<file path="config.mk">
export PLATFORM = sky130hd
export DESIGN_NAME = fetch_pc_unit
export DESIGN_NICKNAME = d
export VERILOG_FILES = /design/src/rtl/fetch_pc_unit.sv
export SDC_FILE = /design/constraint.sdc
export NUM_CORES = 1
export LEC_CHECK = 0
export ABC_AREA = 1
export CORE_MARGIN = 2
export CORE_UTILIZATION = 46
export DETAILED_ROUTE_END_ITERATION = 8
export PLACE_DENSITY = 0.86
export SYNTH_ARGS = -nofsm -noshare
export SYNTH_HDL_FRONTEND = slang
export SYNTH_SLANG_ARGS = --single-unit
export TNS_END_PERCENT = 100
</file>
<file path="constraint.sdc">
create_clock -name clk_i -period 7.1 [get_ports clk_i]
set_input_delay 0.71 -clock clk_i [delete_from_list [all_inputs] [get_ports clk_i]]
set_output_delay 0.71 -clock clk_i [all_outputs]
set_load 0.01 [all_outputs]
</file>
<file path="src/rtl/fetch_pc_unit.sv">
// Fetch-stage program counter and fetch/decode pipeline latch.
// Optional redirect event counter enabled by defining FETCH_MISPREDICT_COUNT_EN.
module fetch_pc_unit (
   input  logic        clk_i,
   input  logic        rst_i,
   input  logic        stall_i,
   input  logic        redirect_i,
   input  logic [31:0] redirect_pc_i,
   input  logic        pred_taken_i,
   input  logic [31:0] pred_target_i,
   input  logic [31:0] imem_data_i,
   output logic [31:0] imem_addr_o,
   output logic [31:0] fd_instruction_o,
   output logic [31:0] fd_pc_o,
   output logic        fd_valid_o
`ifdef FETCH_MISPREDICT_COUNT_EN
   ,
   output logic [31:0] mispredict_count_o
`endif
);

   logic [31:0] pc_q, pc_d;
   logic [31:0] pc_inc;
   logic [31:0] fd_instr_q, fd_instr_d;
   logic [31:0] fd_pc_q, fd_pc_d;
   logic        fd_valid_q, fd_valid_d;
   logic        take_pred;

   assign pc_inc    = pc_q + 32'd1;
   // A prediction only counts when it belongs to a real instruction in F/D.
   assign take_pred = pred_taken_i & fd_valid_q;

   always_comb begin
      pc_d       = pc_inc;
      fd_instr_d = imem_data_i;
      fd_pc_d    = pc_inc;
      fd_valid_d = 1'b1;
      if (redirect_i) begin
         pc_d       = redirect_pc_i;
         fd_instr_d = 32'd0;
         fd_pc_d    = 32'd0;
         fd_valid_d = 1'b0;
      end else if (stall_i) begin
         pc_d       = pc_q;
         fd_instr_d = fd_instr_q;
         fd_pc_d    = fd_pc_q;
         fd_valid_d = fd_valid_q;
      end else if (take_pred) begin
         pc_d       = pred_target_i;
         fd_instr_d = 32'd0;
         fd_pc_d    = 32'd0;
         fd_valid_d = 1'b0;
      end
   end

   always_ff @(posedge clk_i or posedge rst_i) begin
      if (rst_i) begin
         pc_q       <= 32'd0;
         fd_instr_q <= 32'd0;
         fd_pc_q    <= 32'd0;
         fd_valid_q <= 1'b0;
      end else begin
         pc_q       <= pc_d;
         fd_instr_q <= fd_instr_d;
         fd_pc_q    <= fd_pc_d;
         fd_valid_q <= fd_valid_d;
      end
   end

   assign imem_addr_o      = pc_q;
   assign fd_instruction_o = fd_instr_q;
   assign fd_pc_o          = fd_pc_q;
   assign fd_valid_o       = fd_valid_q;

`ifdef FETCH_MISPREDICT_COUNT_EN
   logic [31:0] cnt_q, cnt_d;

   // Counts every redirect regardless of stall; wraps silently.
   assign cnt_d = redirect_i ? cnt_q + 32'd1 : cnt_q;

   always_ff @(posedge clk_i or posedge rst_i) begin
      if (rst_i) cnt_q <= 32'd0;
      else       cnt_q <= cnt_d;
   end

   assign mispredict_count_o = cnt_q;
`endif

endmodule

</file>
; Yosys cells after proc, flatten, opt, wreduce, memory -nomap -nowiden
; Cells that the tools add are included.
[word_totals]
register_bits = 97
latchBits = 0
mem_bits_rw = 0
mem_bits_ro = 0
inputBits = 101
out_inout_bits = 97
mem_count = 0
[op_classes]
add_sub_neg = 1
n_mul = 0
n_div = 0
order_cmp = 0
eq_ne = 1
n_shift = 0
n_mux = 12
bitwise = 1
n_reduce_logical = 0
[ops]
columns = operator, count
row1 = $mux 32, 9
row2 = $add 32x1->32 const B, 1
row3 = $mux 1, 3
row4 = $ne 2x1->1 const B, 1
row5 = $and 1x1->1, 1

; Depth between registers and ports, before layout
; Gate-level depths: netlist of run 1.
[depth]
ltp_word = 4
depth_mapped = 11
mapped_depth_nobuf = 11

; Least setup slack after synthesis of run 1
; No wires, ideal clock.
[synth_timing]
path_kind = input to register
start = input port redirect_i
end = register pc_q[25] (netlist: imem_addr_o[25])
setup_time_ps = 116
arrival_time_ps = 1561
t_required_ps = 6984
setup_slack_ps = 5422
cell_stages = 8
path_buffers = 2
cell_sequence = buf_2 nor2_1 inv_1 buf_2 o21ai_0 inv_1 nand2_1 nand2_1
[synth_between]
elab_chain_cells = 1
elab_cells_between_ends = 2
cone_classes = 1 x eq/ne / 1 x mux
[synth_lines]
columns = item, line
row1 = from (decl), 7  ; input logic redirect_i,
row2 = $ne 2x1->1 (no line) or $mux 32 (tied branches), n/a
row3 = to (signal assigned), 63  ; pc_q <= pc_d;
row4 = to (decl), 22  ; logic [31:0] pc_q, pc_d;
; Parallel ways exist; a longest one is shown, timed or not.
; A chain may end at the register's enable or synchronous reset.

; Worst setup path after layout of run 1
[layout_timing]
start = input port redirect_i
end = register pc_q[2] (netlist: imem_addr_o[2])
; The elaborated chain is that of the path after synthesis.

==> results of run 1 <==
state kept, by name, summed over array words and instances, names as in the netlist:
| register | count |
|---|---|
| fd_instruction_o | 32 |
| fd_pc_o | 32 |
| fd_valid_o | 1 |
| imem_addr_o | 32 |
final cells by class:
cell class              count  area share [%]
multi-input cells         382           28.35
inverters                  48           2.622
repair buffers            200           28.62
clock buffers              12           2.083
clock inverters             4           1.095
well taps                 133           2.388
flip-flops and latches     97           34.84
metrics by stage:
step	util [%]	worst slack, ns	std cells	cell area (sq um)
2_1_floorplan	-	3.856	550	4690
3_3_place_gp	68.71	4.107	860	6746
3_5_place_dp	68.71	3.976	860	6746
4_1_cts	70.96	4.368	876	6968
5_1_grt	70.96	4.181	876	6968
6_report	70.96	4.360	876	6968
cells in the final DEF (no fill, tap or decap), types with 6 or more instances in the layout:
master / netlist / final
sky130_fd_sc_hd__a21oi_1: 9 / 9
sky130_fd_sc_hd__a221oi_1: 13 / 13
sky130_fd_sc_hd__a22o_1: 34 / 34
sky130_fd_sc_hd__clkbuf_8: 0 / 10
sky130_fd_sc_hd__clkdlybuf4s50_1: 0 / 197
sky130_fd_sc_hd__dfrtp_1: 97 / 97
sky130_fd_sc_hd__inv_1: 46 / 45
sky130_fd_sc_hd__nand2_1: 194 / 194
sky130_fd_sc_hd__nand3_1: 19 / 19
sky130_fd_sc_hd__nand4_1: 11 / 11
sky130_fd_sc_hd__nor2_1: 40 / 38
sky130_fd_sc_hd__nor2_2: 7 / 8
sky130_fd_sc_hd__nor2_4: 5 / 6
sky130_fd_sc_hd__o2111ai_1: 8 / 8
sky130_fd_sc_hd__o21ai_0: 11 / 11
sky130_fd_sc_hd__o21ai_1: 6 / 6
sky130_fd_sc_hd__xor2_1: 13 / 13
tightest hold or removal path: stages, from the launching register on:
cell	delay, ns
sky130_fd_sc_hd__dfrtp_1	0.35
sky130_fd_sc_hd__nand2_1	0.05
sky130_fd_sc_hd__nand2_1	0.05
report_power, final:
group          internal, mW  switching, mW
Sequential            0.596         0.0471
Combinational         0.164          0.141
Clock                 0.209          0.196
cell families after synthesis:
logic type                 synth area share (%)
and+or+nand+nor                           25.99
adders and majority gates                0.2668
AOI/OAI and AO/OA                         13.05
buffers and inverters                     6.323
DFF                                       51.76
xor gates and xnor gates                  2.615
metal layers:
metal	up-vias	GRT usage [%]	share of wire, %
met5	-	0	0
met4	0	11.24	2.3
met3	34	7.798	8.9
met2	249	46.57	49
met1	2248	32.29	40
li1	2179	-	-
final timing paths:
path                       slack [ns]        start         endpoint  cells past startpoint
setup / recovery                 4.36   redirect_i   imem_addr_o[2]                      7
hold / removal                   0.49  fd_pc_o[31]      fd_pc_o[31]                      2
setup reg to reg                 4.94   fd_valid_o   imem_addr_o[2]                      5
hold reg to reg                  0.49  fd_pc_o[31]      fd_pc_o[31]                      2
max in group asynchronous        5.37        rst_i  imem_addr_o[11]                      2
min in group asynchronous        0.99        rst_i  imem_addr_o[19]                      2
==> metrics, run 1 <==
run status finished clean; total chip power 1.352 mW; global-route usage over all layers ~27%; CTS clk-pin slew, worst paths 0.10 ns; maximum frequency from static timing analysis 364.9 MHz; required time worst endpoint 7.41 ns; sequential-to-total area share from yosys stat between 50 and 60%; average size of a mapped cell about 8.5 sq um; Max stage delay on crit path roughly 0.81 ns; most common cell in the netlist sky130_fd_sc_hd__nand2_1; Max-slew headroom approximately 22%; cell chosen for the clock root sky130_fd_sc_hd__clkbuf_8; worst skew pair latency 0.37 ns; count of antenna-violating nets left after detailed routing 0; placer congestion estimate 0.9023; cell chain of the critical path clkdlybuf4s50_1, buf_4, nor2_1, nand2_1, inv_2, nand3_1, nand4_1; count of state elements after synthesis 97; Resize count post-CTS 0; Netlist Area Pre-Place ~4700 sq um; worst hold margin ~0.5 ns; # Post-CTS Setup Buffers 0; first-pass GRT wire length approximately 24 mm; final-report max-slew violation count 0; Worst Max-Slew Pin Slew 1.173 ns; Vias ~4700; Post-synth EDFFs 0; clock tree from TritonCTS built; final number of hold-violating endpoints 0; full die area 11020 sq um; Floorplan Core Area 9819 sq um; final critical path time including I/O delays and setup 2.740 ns; distinct cell type count after synthesis 26; Synth area leaders sky130_fd_sc_hd__dfrtp_1 (52%), sky130_fd_sc_hd__nand2_1 (16%), sky130_fd_sc_hd__a22o_1 (6.4%); largest net degree at the start of global routing 98; number of global-route vias before repair 4813; average vias per placed instance ~5.4; die width around 100 um; maximum resistive drop on vdd 0.1289 mV; flip-flop cell with the highest count after synthesis sky130_fd_sc_hd__dfrtp_1; # clock sinks 97; setup repair after global routing missed its margin no; number of buffers added to fix hold violations after cts 0; total gr overflow 0; routed len/inst 17.05 um; area share of the leading cell type in the synthesized netlist between 50% and 60%; cell count after synthesis 550; leakage 3.229 nW; post-detailed-routing wire length 14.94 mm; Top Family by Delay on Critical Path buffers and inverters; Synth warnings 0; IO Port Bufs 197; Final TNS setup 0 ns; power per standard cell area 194.1 nW/um^2; kind of start point of the critical path primary input; Area growth, synth to finish 48.59%; Hold/Removal Path Class flop to flop; number of placement rows 36; fill count about 800; Max stage delay cell, worst path sky130_fd_sc_hd__inv_2; number of top-level design ports about 200; Iteration-0 DRC Markers 246; share of flip-flops with an asynchronous set or reset after synthesis 100.0%; Post-synth top cells sky130_fd_sc_hd__nand2_1 (194), sky130_fd_sc_hd__dfrtp_1 (97), sky130_fd_sc_hd__inv_1 (46); Crit path buffers/inverters 3; total area of sequential cells 2427 sq um; Clock H-tree levels 3; Antenna diodes 0; category of the critical setup timing path primary input to flop; Inserted Clock Buffers 9; final count of negative-setup-slack endpoints 0; multi-input gate area in the final layout 1976 sq um; initial antenna violation count 0; maximum fanout along the worst path 53; clock skew 0.01041 ns; die outline height 105.0 um; count of TritonRoute iterations in the first routing pass 5; Post-Synthesis Net Count 652; data arrival time of the worst path roughly 3.1 ns; Yosys top cell by area sky130_fd_sc_hd__dfrtp_1; nature of the critical path endpoint flop; fraction of final layout cells with drive strength greater than 1 roughly 5.7%; ratio of final minimum period to clock period roughly 39%; DP HPWL 10.50 mm; # DRC 0; starting density of the core between 40 and 50%; nets@finish 840; worst-case clock buffer depth 2; # Max-Cap Violations 0
No activity file was read; power rests on OpenSTA's default activity.
==> run 2: changes to the inputs <==
--- a/config.mk
+++ b/config.mk
@@ -7,9 +7,9 @@
 export LEC_CHECK = 0
 export ABC_AREA = 1
 export CORE_MARGIN = 2
-export CORE_UTILIZATION = 46
+export CORE_UTILIZATION = 39
 export DETAILED_ROUTE_END_ITERATION = 8
-export PLACE_DENSITY = 0.86
+export PLACE_DENSITY = 0.77
 export SYNTH_ARGS = -nofsm -noshare
 export SYNTH_HDL_FRONTEND = slang
 export SYNTH_SLANG_ARGS = --single-unit
==> constraint.sdc (replaced) <==
create_clock -name clk_i -period 2.2 [get_ports clk_i]
set_input_delay 0.22 -clock clk_i [delete_from_list [all_inputs] [get_ports clk_i]]
set_output_delay 0.22 -clock clk_i [all_outputs]
set_load 0.01 [all_outputs]
==> metrics, run 2 (synthesis gave the netlist of run 1 again) <==
number of top-level design ports 198 (unchanged); starting density of the core 39.54% (-8.2 points); Crit path buffers/inverters 1 (-2); kind of start point of the critical path flop; commonest non-fill, non-tap cell in the layout sky130_fd_sc_hd__clkdlybuf4s50_1; Final Util 60.12% (-11 points); number of placement rows 40 (+11%); Sw Share 27.72% (-0.63 points); average vias per placed instance 5.071 (-5.7%); setup repair after global routing missed its margin no; Worst Max-Slew Pin Slew 0.9739 ns (-0.1995 ns); maximum frequency from static timing analysis about 550 MHz; total gr overflow 0 (unchanged); count of antenna-violating nets left after detailed routing 0 (unchanged); combinational power share 21.1% (-1.4 points); Clock H-tree levels 3 (unchanged); count of TritonRoute iterations in the first routing pass 4 (-1); Antenna diodes 0 (unchanged); data arrival time of the worst path 2.10 ns (-0.95 ns); nets@finish 846 (+0.71%); highest-count cells in the layout ignoring fill and taps sky130_fd_sc_hd__clkdlybuf4s50_1 (197), sky130_fd_sc_hd__nand2_1 (194), sky130_fd_sc_hd__dfrtp_1 (97); # DRC 0 (unchanged); DP HPWL 10.84 mm (+3.2%); # Max-Cap Violations 0 (unchanged); Switch Pwr 1.285 mW (+240%); cell chain of the critical path nand2_1, nand2_1, inv_2, nand3_1, nand4_1; die width 113.7 um (+8.3%); full die area 12920 sq um (+17%); maximum resistive drop on vdd 0.3142 mV (+140%); most frequent CP cell sky130_fd_sc_hd__nand2_1; largest net degree at the start of global routing 98 (unchanged); Max stage delay cell, worst path sky130_fd_sc_hd__inv_2; ratio of final minimum period to clock period 82.87%; number of buffers added to fix hold violations after cts 0 (unchanged); initial antenna violation count 0 (unchanged); power per standard cell area 650.3 nW/um^2 (+240%); worst skew pair latency 0.34 ns (-0.03 ns); clock skew 0.007461 ns (-0.002953 ns); final-report max-slew violation count 0 (unchanged); die outline height 113.7 um (+8.3%); fill count 1047 (+30%); Max stage delay on crit path 0.70 ns (-0.11 ns); post-detailed-routing wire length 14.89 mm (-0.35%); first-pass GRT wire length 23.85 mm (-0.38%); final count of negative-setup-slack endpoints 0 (unchanged); nature of the critical path endpoint flop; Resize count post-CTS 0 (unchanged); cell chosen for the clock root sky130_fd_sc_hd__clkbuf_16; # Post-CTS Setup Buffers 0 (unchanged); Area growth, synth to finish 52.05%; final critical path time including I/O delays and setup roughly 1.8 ns; run status finished clean; Inserted Clock Buffers 9 (unchanged); Vias 4544 (-3.5%); post-route worst setup slack 0.3769 ns (-3.983 ns); category of the critical setup timing path flop to flop; Max-slew headroom 34.98% (+13 points); maximum fanout along the worst path 53 (unchanged); leakage 3.301 nW (+2.3%); number of global-route vias before repair 4866 (+1.1%); worst-case clock buffer depth 2 (unchanged); clock tree from TritonCTS built; required time worst endpoint 2.47 ns (-4.94 ns); Top Family by Delay on Critical Path buffers and inverters; cell internal power dissipation 3.352 mW (+250%); routed len/inst 16.61 um (-2.6%); worst setup slack after placement 0.08660 ns (-3.889 ns); final number of hold-violating endpoints 0 (unchanged); Floorplan Core Area 11860 sq um (+21%); # clock sinks 97 (unchanged); IO Port Bufs 197 (unchanged); placer congestion estimate 0.8607 (-4.6%); Iteration-0 DRC Markers 322 (+31%); fraction of final layout cells with drive strength greater than 1 6.542% (+0.89 points); Final TNS setup 0 ns (unchanged); sequential share of power 44.9% (-2.7 points); global-route usage over all layers 23.39% (-3.9 points); Hold/Removal Path Class primary input to async pin; CTS clk-pin slew, worst paths 0.07 ns (-0.03 ns); Clock Power Share 34.0% (+4.1 points)
## run 2: changes by cell type in the layout (fill, tap and decap cells not counted)
| cell | change |
|---|---|
| sky130_fd_sc_hd__clkbuf_8 | -10 |
| sky130_fd_sc_hd__buf_4 | +4 |
| sky130_fd_sc_hd__clkbuf_1 | -1 |
| sky130_fd_sc_hd__clkbuf_16 | +9 |
| sky130_fd_sc_hd__inv_4 | -1 |
| sky130_fd_sc_hd__clkinv_2 | +2 |
| sky130_fd_sc_hd__bufinv_16 | -1 |
| sky130_fd_sc_hd__inv_6 | +1 |
| sky130_fd_sc_hd__clkinv_4 | +1 |
| sky130_fd_sc_hd__buf_12 | +2 |
## run 2: area by class of cell
type	count	area (sq um)	share of cell area, %
Clock buffer	10	229.0	3.211
Clock inverter	6	66.31	0.9300
Inverter	48	183.9	2.579
Multi-Input combinational cell	382	1976	27.71
Sequential cell	97	2427	34.04
Tap cell	147	183.9	2.579
Timing Repair Buffer	206	2064	28.95
## run 2: final timing paths
path	from	to	slack [ns]	depth (start not counted)
worst min register to register	fd_pc_o[15]	fd_pc_o[15]	0.49	2
worst max register to register	fd_valid_o	imem_addr_o[2]	0.38	5
worst max-delay path	fd_valid_o	imem_addr_o[2]	0.38	5
worst min-delay path	rst_i	fd_instruction_o[27]	0.38	3
max in group asynchronous	rst_i	fd_pc_o[12]	1.43	3
min in group clk_i	pred_target_i[2]	imem_addr_o[2]	0.46	3
## run 2: power by group through the flow
stage | clock network (mW) | registers, mW | logic, mW
floorplan | 0 | 2.14 | 0.342
global placement | 0 | 2.11 | 0.971
detailed placement | 0 | 2.11 | 0.987
CTS | 1.61 | 2.08 | 0.991
global route | 1.67 | 2.10 | 1.07
finish | 1.58 | 2.08 | 0.981
## run 2: metrics by stage
| step | hold slack (ns) | power, mW | instances | cell area (sq um) |
|---|---|---|---|---|
| final | 0.3834 | 4.637 | 896 | 7131 |
| after global placement | 0.4675 | 3.078 | 880 | 6835 |
| after floorplan | 0.3415 | 2.482 | 550 | 4693 |
| after CTS | 0.4018 | 4.677 | 896 | 7131 |
| after global routing | 0.4558 | 4.835 | 896 | 7131 |
| after detailed placement | 0.4705 | 3.094 | 880 | 6835 |
## run 2: per-layer routing
layer	share of wire, %	wire [um]	global-route usage (%)
met1	41	6072	28.21
met2	48	7213	39.72
met3	9.1	1360	7.386
met4	1.6	240	8.130
met5	0	0	0
## run 2: tightest hold or removal path: cells and delay by family
kind | cells | cell delay [ns]
buffers and inverters | 3 | 0.94
==> run 3: changes to the inputs <==
--- a/config.mk
+++ b/config.mk
@@ -7,9 +7,9 @@
 export LEC_CHECK = 0
 export ABC_AREA = 1
 export CORE_MARGIN = 2
-export CORE_UTILIZATION = 39
+export CORE_UTILIZATION = 43
 export DETAILED_ROUTE_END_ITERATION = 8
-export PLACE_DENSITY = 0.77
+export PLACE_DENSITY = 0.81
 export SYNTH_ARGS = -nofsm -noshare
 export SYNTH_HDL_FRONTEND = slang
 export SYNTH_SLANG_ARGS = --single-unit
==> constraint.sdc (replaced) <==
create_clock -name clk_i -period 1.9 [get_ports clk_i]
set_input_delay 0.19 -clock clk_i [delete_from_list [all_inputs] [get_ports clk_i]]
set_output_delay 0.19 -clock clk_i [all_outputs]
set_load 0.01 [all_outputs]
==> metrics, run 3 (synthesis gave the netlist of run 1 again) <==
data arrival time of the worst path 2.00 ns (-0.10 ns); most frequent CP cell sky130_fd_sc_hd__nand2_1; number of top-level design ports 198 (unchanged); final critical path time including I/O delays and setup 1.742 ns (-0.08113 ns); commonest non-fill, non-tap cell in the layout sky130_fd_sc_hd__clkdlybuf4s50_1; number of placement rows 38 (-5.0%); Crit Reg-Reg Startpoint imem_addr_o[0]; die outline height 108.4 um (-4.6%); # Max-Cap Violations 0 (unchanged); worst skew pair latency 0.36 ns (+0.02 ns); category of the critical setup timing path flop to flop; count of antenna-violating nets left after detailed routing 0 (unchanged); FF-to-FF path depth 9 (+4); number of buffers added to fix hold violations after cts 0 (unchanged); final-report max-slew violation count 0 (unchanged); final number of hold-violating endpoints 0 (unchanged); nets@finish 855 (+1.1%); fraction of final layout cells with drive strength greater than 1 7.784% (+1.2 points); highest-count cells in the layout ignoring fill and taps sky130_fd_sc_hd__clkdlybuf4s50_1 (197), sky130_fd_sc_hd__nand2_1 (194), sky130_fd_sc_hd__dfrtp_1 (97); IO Port Bufs 197 (unchanged); count of TritonRoute iterations in the first routing pass 5 (+1); # DRC 0 (unchanged); maximum frequency from static timing analysis 574.1 MHz (+4.7%); Worst Max-Slew Pin Slew 0.4337 ns (-0.5403 ns); Final TNS setup 0 ns (unchanged); Clock H-tree levels 3 (unchanged); full die area 11760 sq um (-9.0%); worst-case clock buffer depth 2 (unchanged); Stages on worst setup path 9 (+4); Register-to-Register Setup Slack 0.16 ns (-0.22 ns); Iteration-0 DRC Markers 306 (-5.0%); final count of negative-setup-slack endpoints 0 (unchanged); ratio of final minimum period to clock period 91.68% (+8.8 points); run status finished clean; DP HPWL 11.31 mm (+4.3%); leakage 3.304 nW (about the same); total gr overflow 0 (unchanged); average vias per placed instance 5.236 (+3.2%); Hold/Removal Path Class primary input to async pin; worst hold margin 0.2669 ns (-0.1165 ns); cell chosen for the clock root sky130_fd_sc_hd__clkbuf_8; placer congestion estimate 0.9144 (+6.2%); number of global-route vias before repair 4816 (-1.0%); Top Family by Delay on Critical Path simple AND/OR/NAND/NOR gates; clock skew 0.009879 ns (+0.002417 ns); maximum fanout along the worst path 5 (-91%); Crit path buffers/inverters 0 (-1); Max stage delay on crit path 0.42 ns (-0.28 ns); Inserted Clock Buffers 9 (unchanged); # clock sinks 97 (unchanged); Reg2Reg Capture Point imem_addr_o[18]; global-route usage over all layers 26.20% (+2.8 points); first-pass GRT wire length 23.83 mm (-0.12%); initial antenna violation count 0 (unchanged); largest net degree at the start of global routing 69 (-30%); required time worst endpoint 2.15 ns (-0.32 ns); Area growth, synth to finish 51.89%; nature of the critical path endpoint flop; kind of start point of the critical path flop; cell chain of the critical path ha_1, nand2_1, nor2_4, nand2_4, nor2_4, nand3_1, xnor2_1, nand2_1, nand2_1; Vias 4702 (+3.5%); CTS clk-pin slew, worst paths 0.09 ns (+0.02 ns); Max stage delay cell, worst path sky130_fd_sc_hd__dfrtp_1; Floorplan Core Area 10750 sq um (-9.4%); post-detailed-routing wire length 15.06 mm (+1.2%); starting density of the core 43.64% (+4.1 points); clock tree from TritonCTS built; routed len/inst 16.77 um (+0.95%); Max-slew headroom 70.98% (+36 points); maximum resistive drop on vdd 0.3348 mV (+6.6%); Antenna diodes 0 (unchanged); die width 108.4 um (-4.6%); power per standard cell area 698.6 nW/um^2 (+7.4%)
run 3: changes by cell type in the layout (fill, tap and decap cells not counted), sizes merged:
| cell | delta |
|---|---|
| inv | -1 |
| clkinvlp | +1 |
| buf | +9 |
| clkbuf | +2 |
| clkinv | -2 |
run 3: report_power, final:
| part | switching (mW) | internal [mW] |
|---|---|---|
| sequential | 0.173 | 2.23 |
| combinational | 0.530 | 0.644 |
| clock | 0.719 | 0.682 |
| total | 1.42 | 3.55 |
run 3: layer usage:
layer	global-route usage, %	up-vias	routed length [um]
met2	43.21	198	7279
met4	10.07	0	466
met5	0	-	0
li1	-	2216	-
met3	7.776	37	1239
met1	32.35	2251	6075
run 3: worst min-delay path: cells and delay by family:
kind / cells / cell delay, ns
buf+inv: 3 / 0.85
run 3: cell type report:
type                    count  area [sq um]
fillers                   929          3622
multi-input cells         382          1986
clock inverters             4         51.30
inverters                  48         183.9
flip-flops and latches     97          2427
repair buffers            215          2145
clock buffers              12         155.1
well taps                 140         175.2
run 3: how the worst max path moves through the flow:
stage,start,end
after CTS,imem_addr_o[0],fd_pc_o[30]
after detailed placement,redirect_i,imem_addr_o[0]
after global placement,redirect_i,imem_addr_o[0]
after global routing,imem_addr_o[0],imem_addr_o[30]
final,imem_addr_o[0],imem_addr_o[18]
after floorplan,imem_addr_o[0],imem_addr_o[30]
run 3: repair_timing:
action                                  in CTS  in global routing
hold endpoints to repair                     0                  0
gates resized for setup                      0                  2
endpoints found under the setup margin       0                  2
setup buffers                                0                  1
run 3: stage by stage:
step	std cells	total power [mW]	setup slack, ns	cell area [sq um]	util, %
6_report	898	4.976	0.1580	7123	66.29
5_1_grt	898	5.207	-0.01345	7123	66.29
4_1_cts	897	5.000	0.1862	7106	66.13
3_5_place_dp	881	3.609	0.1840	6899	64.21
3_3_place_gp	881	3.586	0.2011	6899	64.21
2_1_floorplan	550	2.874	0.3796	4693	-
